**config.mk**
```make
export PLATFORM = sky130hd
export DESIGN_NAME = glb_buffer_loader
export DESIGN_NICKNAME = d
export VERILOG_FILES = /design/src/rtl/glb_pkg.sv /design/src/rtl/glb_lfsr.sv /design/src/rtl/glb_buffer_loader.sv
export SDC_FILE = /design/constraint.sdc
export NUM_CORES = 1
export LEC_CHECK = 0
export ABC_AREA = 0
export CORE_MARGIN = 3
export CORE_UTILIZATION = 49
export DETAILED_ROUTE_END_ITERATION = 12
export MAX_ROUTING_LAYER = met4
export PLACE_DENSITY = 0.95
export SYNTH_ARGS = -nofsm -noshare
export SYNTH_HDL_FRONTEND = slang
export SYNTH_SLANG_ARGS = --single-unit
```
**constraint.sdc**
```tcl
create_clock -name clk -period 3.9 [get_ports clk]
set_input_delay 0.78 -clock clk [delete_from_list [all_inputs] [get_ports clk]]
set_output_delay 0.78 -clock clk [all_outputs]
set_load 0.02 [all_outputs]
```
**src/rtl/glb_pkg.sv**
```systemverilog
// Shared types and helpers for the GLB buffer loader.
package glb_pkg;

   typedef enum logic [1:0] {
      IDLE = 2'd0,
      LOAD = 2'd1,
      DONE = 2'd2
   } state_t;

   // Fibonacci taps for x^16+x^14+x^13+x^11+1 (register bits 15,13,12,10)
   localparam logic [15:0] LFSR_TAPS = 16'hB400;

   // Column id runs 1..num_col, so one extra bit over the index width
   function automatic int id_width(input int num_col);
      return $clog2(num_col) + 1;
   endfunction

endpackage

```
**src/rtl/glb_lfsr.sv**
```systemverilog
// One lane of the pseudo-random beat source (built only with GLB_LFSR_SRC_EN).
// Presents the current state as lane data; steps once per accepted beat.
`ifdef GLB_LFSR_SRC_EN
module glb_lfsr
   import glb_pkg::*;
#(
   parameter logic [15:0] SEED = 16'hACE1
)(
   input  logic        clk,
   input  logic        rstn,
   input  logic        load,
   input  logic        adv,
   output logic [15:0] value
);

   logic fb_p0;

   assign fb_p0 = ^(value & LFSR_TAPS);

   // Re-seed on a new load, otherwise shift in feedback on each beat
   always_ff @(posedge clk or negedge rstn) begin
      if (!rstn) begin
         value <= SEED;
      end else if (load) begin
         value <= SEED;
      end else if (adv) begin
         value <= {value[14:0], fb_p0};
      end
   end

endmodule
`endif

```
**src/rtl/glb_buffer_loader.sv**
```systemverilog
// GLB buffer loader: streams multi-lane beats into the global buffer,
// tagging each write with a column id 1..kernel_size and a wrapping address.
// Build option GLB_LFSR_SRC_EN: beat data comes from per-lane LFSRs instead of s_data.
module glb_buffer_loader
   import glb_pkg::*;
#(
   parameter int          DATA_WIDTH  = 16,
   parameter int          NUM_LANES   = 4,
   parameter int          NUM_COL     = 8,
   parameter int          BUFFER_SIZE = 512,
   parameter logic [15:0] LFSR_SEED   = 16'hACE1,
   localparam int         ADDR_W      = $clog2(BUFFER_SIZE),
   localparam int         ID_W        = id_width(NUM_COL),
   localparam int         BEAT_W      = DATA_WIDTH * NUM_LANES
)(
   input  logic              clk,
   input  logic              rstn,
   input  logic              start,
   input  logic [7:0]        cfg_kernel_size,
   input  logic [ADDR_W-1:0] cfg_base_addr,
   input  logic [ADDR_W:0]   cfg_len,
   input  logic              s_valid,
   output logic              s_ready,
   input  logic [BEAT_W-1:0] s_data,
   input  logic              glb_full,
   output logic              wr_en,
   output logic [BEAT_W-1:0] wr_data,
   output logic [ID_W-1:0]   wr_id,
   output logic [ADDR_W-1:0] wr_addr,
   output logic              busy,
   output logic              done,
   output logic              err
);

   state_t            state;
   logic [ID_W-1:0]   ks_q;
   logic [ADDR_W:0]   len_q;
   logic [ADDR_W:0]   beat_cnt;
   logic [ID_W-1:0]   id_q;
   logic [ADDR_W-1:0] addr_q;

   logic              ks_ok;
   logic              last_p0;
   logic              acc_p0;
   logic [BEAT_W-1:0] beat_p0;

   assign ks_ok   = (cfg_kernel_size != 8'd0) && (cfg_kernel_size <= 8'(NUM_COL));
   assign last_p0 = ((beat_cnt + (ADDR_W+1)'(1)) == len_q);

`ifdef GLB_LFSR_SRC_EN
   logic unused_stream;
   assign unused_stream = ^{s_valid, s_data};

   // Source is always ready while loading; only GLB back-pressure stalls it
   assign s_ready = 1'b0;
   assign acc_p0  = (state == LOAD) && !glb_full;

   for (genvar i = 0; i < NUM_LANES; i++) begin : g_lane
      localparam logic [15:0] LANE_SEED = LFSR_SEED ^ 16'(i);
      logic [15:0] lane_val;

      glb_lfsr #(.SEED(LANE_SEED)) u_lfsr (
         .clk   (clk),
         .rstn  (rstn),
         .load  ((state == IDLE) && start),
         .adv   (acc_p0),
         .value (lane_val)
      );

      assign beat_p0[i*DATA_WIDTH +: DATA_WIDTH] = DATA_WIDTH'(lane_val);
   end
`else
   localparam logic [15:0] unused_seed = LFSR_SEED;

   // Ready drops combinationally with glb_full so no beat is taken that cannot be written
   assign s_ready = (state == LOAD) && !glb_full;
   assign acc_p0  = s_valid && s_ready;
   assign beat_p0 = s_data;
`endif

   // Control FSM plus the registered write port (one cycle after acceptance)
   always_ff @(posedge clk or negedge rstn) begin
      if (!rstn) begin
         state    <= IDLE;
         ks_q     <= '0;
         len_q    <= '0;
         beat_cnt <= '0;
         id_q     <= '0;
         addr_q   <= '0;
         wr_en    <= 1'b0;
         wr_data  <= '0;
         wr_id    <= '0;
         wr_addr  <= '0;
         busy     <= 1'b0;
         done     <= 1'b0;
         err      <= 1'b0;
      end else begin
         wr_en <= 1'b0;
         done  <= 1'b0;
         err   <= 1'b0;
         case (state)
            IDLE: begin
               if (start) begin
                  if (!ks_ok) begin
                     err <= 1'b1;
                  end else begin
                     ks_q     <= cfg_kernel_size[ID_W-1:0];
                     len_q    <= cfg_len;
                     addr_q   <= cfg_base_addr;
                     id_q     <= ID_W'(1);
                     beat_cnt <= '0;
                     if (cfg_len == '0) begin
                        state <= DONE;
                        done  <= 1'b1;
                     end else begin
                        state <= LOAD;
                        busy  <= 1'b1;
                     end
                  end
               end
            end
            LOAD: begin
               if (acc_p0) begin
                  wr_en    <= 1'b1;
                  wr_data  <= beat_p0;
                  wr_id    <= id_q;
                  wr_addr  <= addr_q;
                  beat_cnt <= beat_cnt + (ADDR_W+1)'(1);
                  id_q     <= (id_q == ks_q) ? ID_W'(1) : id_q + ID_W'(1);
                  addr_q   <= (addr_q == ADDR_W'(BUFFER_SIZE-1)) ? '0 : addr_q + ADDR_W'(1);
                  if (last_p0) begin
                     state <= DONE;
                     busy  <= 1'b0;
                     done  <= 1'b1;
                  end
               end
            end
            DONE: begin
               state <= IDLE;
            end
            default: begin
               state <= IDLE;
            end
         endcase
      end
   end

endmodule

```
==> summary.md, run 1 <==
| Metric | Value |
|---|---|
| R2R depth | `9` |
| Final TNS setup | `0 ns` |
| Clk pwr share | `0.233` |
| Ant. Diodes | `0` |
| TritonCTS clock tree | `done` |
| Run status | `finished, final reports clean` |
| Hold Crit Class | `primary input to asynchronous set/reset pin` |
| Cell area power density | `between 700 and 800 mW/mm^2` |
| Yosys top cell area share | `0.564` |
| H-tree depth | `4` |
| CP max FO | `2` |
| GR Util All Layers | `0.271` |
| Worst Setup SP | `glb_full` |
| Mapped cell area | `~0.0053 sq mm` |
| Worst-path clk slew | `roughly 0.05 ns` |
| Final Hold Fails | `0` |
| Fin nets | `865` |
| Seq/Total Area, Yosys | `0.564` |
| Slowest Stage Delay on Critical Path | `~0.66 ns` |
| Sink Count | `120` |
| Cells after DPL | `slightly below 900` |
| CTS root buf | `clkbuf_8` |
| Drt drc | `0` |
| DR pass1 iterations | `5` |
| Die width | `110 um` |
| Final core utilization | `0.736` |
| Switching share of total power | `0.372` |
| Critical R2R Capture | `addr_q[2]$_DFFE_PN0P_` |
| Drt first-iter violations | `520` |
| DRT antenna net count | `0` |
| Die H | `110 um` |
| Ys flop type | `dfrtp_1` |
| WP data arrival | `about 2.1 ns` |
| Pleak | `0.00368 uW` |
| Post-route insts no fill | `around 900` |
| Fraction of synthesis flops using an asynchronous set or reset pin | `1.00` |
| Slowest cell on crit path | `clkdlybuf4s50_1` |
| Num ports | `approximately 180` |
| Worst-margin pin slew | `between 0.8 and 0.9 ns` |
| Post-synth EDFFs | `0` |
| Period utilization | `0.744` |
| Clock buffer depth | `2` |
| CP Capture Point | `s_ready` |
| Input/output buffers | `177` |
| CP dominant cell by count | `clkdlybuf4s50_1` |
| Placed wire-length estimate | `about 10 mm` |
| Max Slew Vio Count | `0` |
| Layout cells sized above 1 | `0.0733` |
| Synth warnings | `0` |
| Syn nets | `between 600 and 700` |
| Pint | `roughly 3700 uW` |
| Post-CTS setup buffer count | `0` |
| Fmax | `roughly 0.34 GHz` |
| Critical setup path kind | `primary input to primary output` |
| Core box area | `about 0.010 sq mm` |
| CTS Buf Count | `17` |
| Tot Pwr | `between 5000 and 6000 uW` |
| Avg Synthesized Cell Area | `roughly 9.0 sq um` |
| Tmin final | `2.90 ns` |
| Area Overhead vs Synth | `44.6%` |
| Slew headroom | `0.404` |
| Critical Path RT | `between 3 and 4 ns` |
| Post-synth top area cell | `dfrtp_1` |
| First-pass GRT wire length | `around 25 mm` |
| Clock Skews | `slightly below 0.008 ns` |
| Ranking of synthesized cells by area | `dfrtp_1, nand2_1, xnor2_1` |
| Netlist cell types | `47` |
| Average wire per standard cell | `16.4 um` |
| Die area | `~0.012 sq mm` |
| Reg power frac | `0.357` |
| Max-cap violations | `0` |
| Pin count of the biggest net entering global routing | `between 70 and 80` |
| Via count | `~4,900` |
| FF-to-FF setup slack | `between 1 and 1.5 ns` |
| RSZ-0062 raised after global routing | `no` |
| Clock Latency Late Sink | `0.51 ns` |
| Gp weighted congestion | `between 0.8 and 0.9` |
| Initial antenna violation count | `0` |
| CP Capture Type | `primary output` |
| Cells after synthesis | `between 500 and 600` |
| Crit path launch type | `primary input` |
| #FFs+latches synth | `120` |
| Routed wire length | `between 15 and 20 mm` |
| Final setup viols | `0` |
| Initial Util | `0.509` |
| Maximum vdd drop | `0.365 mV` |
| Grt total ovfl | `0` |
| Vias in the first global route | `~5,100` |
| Worst path cell trace | `clkdlybuf4s50_1, nor3b_2, clkdlybuf4s50_1` |
| Vias/cell | `between 5 and 6` |
| Reg2reg start | `addr_q[0]$_DFFE_PN0P_` |
| NetSw | `2210 uW` |
| Post-cts repair resize count | `0` |
| Logic gate share of total power | `0.410` |
| Hold Buf Count CTS | `0` |
| Row cnt | `37` |
[kinds of logic (layout without fill, tap and decap cells)]
| group | Yosys count | in the layout | share of synthesized area |
|---|---|---|---|
| AOI/OAI and AO/OA | 62 | 62 | 0.0795 |
| and+or+nand+nor | 351 | 351 | 0.275 |
| buffers and inverters | 35 | 219 | 0.0341 |
| adders and majority gates | 4 | 4 | 0.00940 |
| muxes | 5 | 5 | 0.00987 |
| DFF | 120 | 120 | 0.564 |
| xor gates and xnor gates | 17 | 17 | 0.0280 |
[cell usage after synthesis (2+ instances only)]
cell and number:
nand2_1 287, dfrtp_1 120, nor2_1 24, o21ai_0 17
buf_2 13, xnor2_1 13, a21oi_1 10, clkbuf_1 9
o21ai_2 9, nand3_1 8, and3_1 7, a22oi_1 6
buf_1 5, ha_1 4, nor3b_1 4, o21ai_1 4
xor2_1 4, a31oi_1 3, mux2i_1 3, nor4_1 3
o31ai_1 3, or4_1 3, a32o_1 2, buf_4 2
buf_6 2, inv_1 2, mux2_2 2, nand2b_1 2
nand4_1 2, nor4_2 2, o21a_1 2, or2_2 2
[how the worst min path moves through the flow]
stage	to	depth (start not counted)	slack, ns
finish	wr_data[62]$_DFFE_PN0P_	1	0.38
global route	wr_data[62]$_DFFE_PN0P_	1	0.44
CTS	wr_data[62]$_DFFE_PN0P_	1	0.43
detailed placement	wr_data[57]$_DFFE_PN0P_	2	0.46
global placement	wr_data[26]$_DFFE_PN0P_	2	0.46
floorplan	len_q[0]$_DFFE_PN0P_	2	0.46
[per-layer routing]
| metal | share of wire | global-route usage | vias to the layer above |
|---|---|---|---|
| li1 | - | - | 2268 |
| met1 | 0.37 | 0.305 | 2323 |
| met2 | 0.52 | 0.458 | 222 |
| met3 | 0.081 | 0.0716 | 42 |
| met4 | 0.029 | 0.113 | 0 |
| met5 | 0 | - | - |
[cell type report]
class	instances	area (sq um)
Fill cell	741	2770
Inverter	3	11.3
Tap cell	136	170
Clock buffer	24	460
Timing Repair Buffer	184	1830
Multi-Input combinational cell	439	2150
Sequential cell	120	3000
Clock inverter	8	72.6
[state kept, by name, indices dropped and copies added (netlist names), 2 cells and up]
name,flops
wr_data,64
addr_q,9
ks_q,4
len_q,10
wr_id,4
wr_addr,9
state,2
id_q,4
beat_cnt,10
[stage by stage]
step | setup WS (ns) | cell area [sq um] | hold WS, ns
after floorplan | 1.68 | 5320 | 0.464
after detailed placement | 0.920 | 7160 | 0.462
after global routing | 0.928 | 7700 | 0.438
after global placement | 1.01 | 7160 | 0.457
final | 0.999 | 7700 | 0.381
after CTS | 0.989 | 7700 | 0.426
[cell usage in the layout (no fill, tap or decap), types with 3 or more instances in the layout]
| cell type | synthesis | layout |
|---|---|---|
| clkbuf_8 | 0 | 3 |
| nor3b_1 | 4 | 4 |
| mux2i_1 | 3 | 3 |
| nand3_1 | 8 | 8 |
| clkbuf_1 | 9 | 5 |
| and3_1 | 7 | 7 |
| nand2_1 | 287 | 286 |
| clkdlybuf4s50_1 | 0 | 176 |
| xor2_1 | 4 | 4 |
| nor4_1 | 3 | 3 |
| nor2_1 | 24 | 24 |
| dfrtp_1 | 120 | 120 |
| xnor2_1 | 13 | 13 |
| a22oi_1 | 6 | 6 |
| a31oi_1 | 3 | 3 |
| buf_4 | 2 | 7 |
| ha_1 | 4 | 4 |
| a21oi_1 | 10 | 10 |
| o21ai_1 | 4 | 4 |
| o21ai_0 | 17 | 17 |
| clkbuf_16 | 0 | 16 |
| o31ai_1 | 3 | 3 |
| clkinv_2 | 0 | 5 |
| or4_1 | 3 | 3 |
| o21ai_2 | 9 | 9 |
[critical path: cells and delay by family]
family	cells	cell delay, ns
simple gates	1	0.27
buf+inv	2	1.07
[power groups by stage]
stage,Combinational (uW),Clock [uW],Sequential [uW]
6_report,2440,1390,2120
5_1_grt,2670,1490,2190
4_1_cts,2450,1410,2120
3_5_place_dp,2410,0,2130
3_3_place_gp,2320,0,2090
2_1_floorplan,842,0,2520
Power figures use the tool's default switching activity.
==> run 2, diff against run 1 <==
--- a/config.mk
+++ b/config.mk
@@ -7,10 +7,10 @@
 export LEC_CHECK = 0
 export ABC_AREA = 0
 export CORE_MARGIN = 3
-export CORE_UTILIZATION = 49
+export CORE_UTILIZATION = 41
 export DETAILED_ROUTE_END_ITERATION = 12
 export MAX_ROUTING_LAYER = met4
-export PLACE_DENSITY = 0.95
+export PLACE_DENSITY = 0.87
 export SYNTH_ARGS = -nofsm -noshare
 export SYNTH_HDL_FRONTEND = slang
 export SYNTH_SLANG_ARGS = --single-unit
==> constraint.sdc (replaced) <==
create_clock -name clk -period 2.3 [get_ports clk]
set_input_delay 0.46 -clock clk [delete_from_list [all_inputs] [get_ports clk]]
set_output_delay 0.46 -clock clk [all_outputs]
set_load 0.02 [all_outputs]
==> run 2 against run 1 <==
Sequential power rose by 67%. Sequential share of layout area down 1.1 points. Combinational power grew 69%. Register-to-register slack worse by 1.2 ns. Critical path type unchanged. Die area increased by 18%. Flip-flop and latch count stayed put. First-iteration DRC count fell by 45%. Highest routed layer unchanged. Critical path depth did not move. Clock skew up 0.0017 ns. Routed wire length down 7.8%. Final area up 3.0%.
==> summary.md, run 2 (synthesized netlist as in run 1, its figures left out) <==
| Metric | Value |
|---|---|
| Run status | `finished, final reports clean` |
| Max reg flops | `64` |
| Reg with most FFs | `wr_data` |
| GR Util All Layers | `0.202` |
| R2R depth | `9` |
| Grt total ovfl | `0` |
| CTS Buf Count | `17` |
| Num ports | `approximately 180` |
| Cell area power density | `between 1000 and 1500 mW/mm^2` |
| CP delay by family, top | `buffers and inverters` |
| Die area | `0.0144 sq mm` |
| Initial antenna violation count | `0` |
| DR pass1 iterations | `5` |
| CTS root buf | `clkbuf_16` |
| Layout cells sized above 1 | `0.0851` |
| Metal-1 WL | `5.97 mm` |
| Clock Latency Late Sink | `0.41 ns` |
| Biggest regs | `wr_data (64), beat_cnt (10), len_q (10)` |
| Maximum vdd drop | `roughly 0.51 mV` |
| Critical Path RT | `between 1.5 and 2 ns` |
| Fin nets | `slightly below 900` |
| Slew headroom | `0.455` |
| Worst setup margin | `approximately 0.050 ns` |
| Final Hold Fails | `0` |
| CP dominant cell by count | `clkdlybuf4s50_1` |
| Final setup viols | `0` |
| Worst-path clk slew | `around 0.050 ns` |
| Die width | `between 100 and 150 um` |
| Via count | `4,702` |
| Pleak | `about 0.0038 uW` |
| Ant. Diodes | `0` |
| Worst path cell trace | `clkdlybuf4s50_1, nor3b_2, clkdlybuf4s50_1` |
| Pin count of the biggest net entering global routing | `between 80 and 90` |
| Post-Place Setup Slack | `-0.0275 ns` |
| Clock Skews | `0.00947 ns` |
| FF-to-FF setup slack | `0.15 ns` |
| Drt first-iter violations | `about 280` |
| Cells after DPL | `a little over 900` |
| TritonCTS clock tree | `done` |
| First-pass GRT wire length | `between 20 and 25 mm` |
| Met3 WL | `around 600 um` |
| WP data arrival | `between 1.5 and 2 ns` |
| Gp weighted congestion | `0.905` |
| Average wire per standard cell | `around 14 um` |
| Fmax | `~0.44 GHz` |
| Sink Count | `120` |
| WL met2 | `just under 7 mm` |
| Hold Crit Class | `primary input to asynchronous set/reset pin` |
| Post-route insts no fill | `between 900 and 1,000` |
| RSZ-0062 raised after global routing | `no` |
| Routed wire length | `between 10 and 15 mm` |
| Period utilization | `0.978` |
| Placed wire-length estimate | `approximately 9.8 mm` |
| Worst-margin pin slew | `~0.82 ns` |
| Worst path buffer plus inverter count | `2` |
| Max Slew Vio Count | `0` |
| Vias in the first global route | `between 4,000 and 5,000` |
| Fill cells | `roughly 1,000` |
| Reg2reg start | `addr_q[0]$_DFFE_PN0P_` |
| Input/output buffers | `around 180` |
| Most common cell after layout, fill and taps aside | `nand2_1` |
| H-tree depth | `4` |
| Crit path launch type | `primary input` |
| Slowest Stage Delay on Critical Path | `~0.66 ns` |
| Critical setup path kind | `primary input to primary output` |
| Hold Buf Count CTS | `0` |
| Critical Path Stages | `3` |
| Worst Setup SP | `glb_full` |
| Area Overhead vs Synth | `48.9%` |
| CP max FO | `2` |
| Drt drc | `0` |
| DRT antenna net count | `0` |
| Top Layer Used | `met4` |
| Most frequent cells in the layout | `nand2_1, clkdlybuf4s50_1, dfrtp_1, nor2_1` |
| Initial Util | `0.431` |
| Vias/cell | `4.92` |
| Placed Area | `around 0.0073 sq mm` |
| Final TNS setup | `0 ns` |
| Clock buffer depth | `2` |
| Slowest cell on crit path | `clkdlybuf4s50_1` |
| Row cnt | `40` |
| Design area | `a little under 0.008 sq mm` |
| Core box area | `roughly 0.012 sq mm` |
| Critical R2R Capture | `addr_q[2]$_DFFE_PN0P_` |
| CP Capture Type | `primary output` |
| Die H | `120 um` |
| Max-cap violations | `0` |
| Tmin final | `~2.2 ns` |
[run 2: timing repair]
action,in CTS,in global routing
endpoints found under the setup margin,0,7
buffers inserted,0,0
resized for setup,0,1
[run 2: routing by layer]
metal  vias up  track usage
met2       132        0.333
met1      2259        0.243
li1       2286            -
met3        25       0.0424
met4         0       0.0838
met5         -            -
[run 2: worst register-to-register path: cells and delay by family (launching register included)]
family                     cells  cell delay [ns]
DFF                            1             0.38
adders and majority gates      2             0.42
AOI/OAI and AO/OA              2             0.20
and+or+nand+nor                5             1.06
[run 2: cell type report]
class	instances	area (sq um)	share of cell area
Clock inverter	8	119	0.0150
Sequential cell	120	3000	0.379
Tap cell	168	210	0.0265
Multi-Input combinational cell	439	2150	0.271
Timing Repair Buffer	193	1950	0.246
Clock buffer	24	482	0.0608
Inverter	3	11.3	0.00142
[run 2: per-stage QoR]
stage	total power (uW)	utilization	hold WS [ns]
2_1_floorplan	5700	-	0.164
3_3_place_gp	7570	0.592	0.456
3_5_place_dp	7720	0.592	0.462
4_1_cts	10400	0.641	0.0453
5_1_grt	11000	0.641	0.0643
6_report	10300	0.641	0.0422
[run 2: power breakdown]
| group | leakage (uW) | internal, uW | total [uW] | switching (uW) |
|---|---|---|---|---|
| clock network | 0.000298 | 1780 | 2680 | 896 |
| logic | 0.00196 | 1940 | 4130 | 2190 |
| registers | 0.00152 | 2970 | 3540 | 568 |
| total | 0.00378 | 6690 | 10300 | 3660 |
[run 2: worst max path at each step]
stage | end | slack [ns]
2_1_floorplan | addr_q[5]$_DFFE_PN0P_ | 0.08
3_5_place_dp | addr_q[5]$_DFFE_PN0P_ | -0.03
6_report | s_ready | 0.05
4_1_cts | s_ready | 0.04
3_3_place_gp | id_q[2]$_DFFE_PN0P_ | 0.03
5_1_grt | s_ready | 0.01
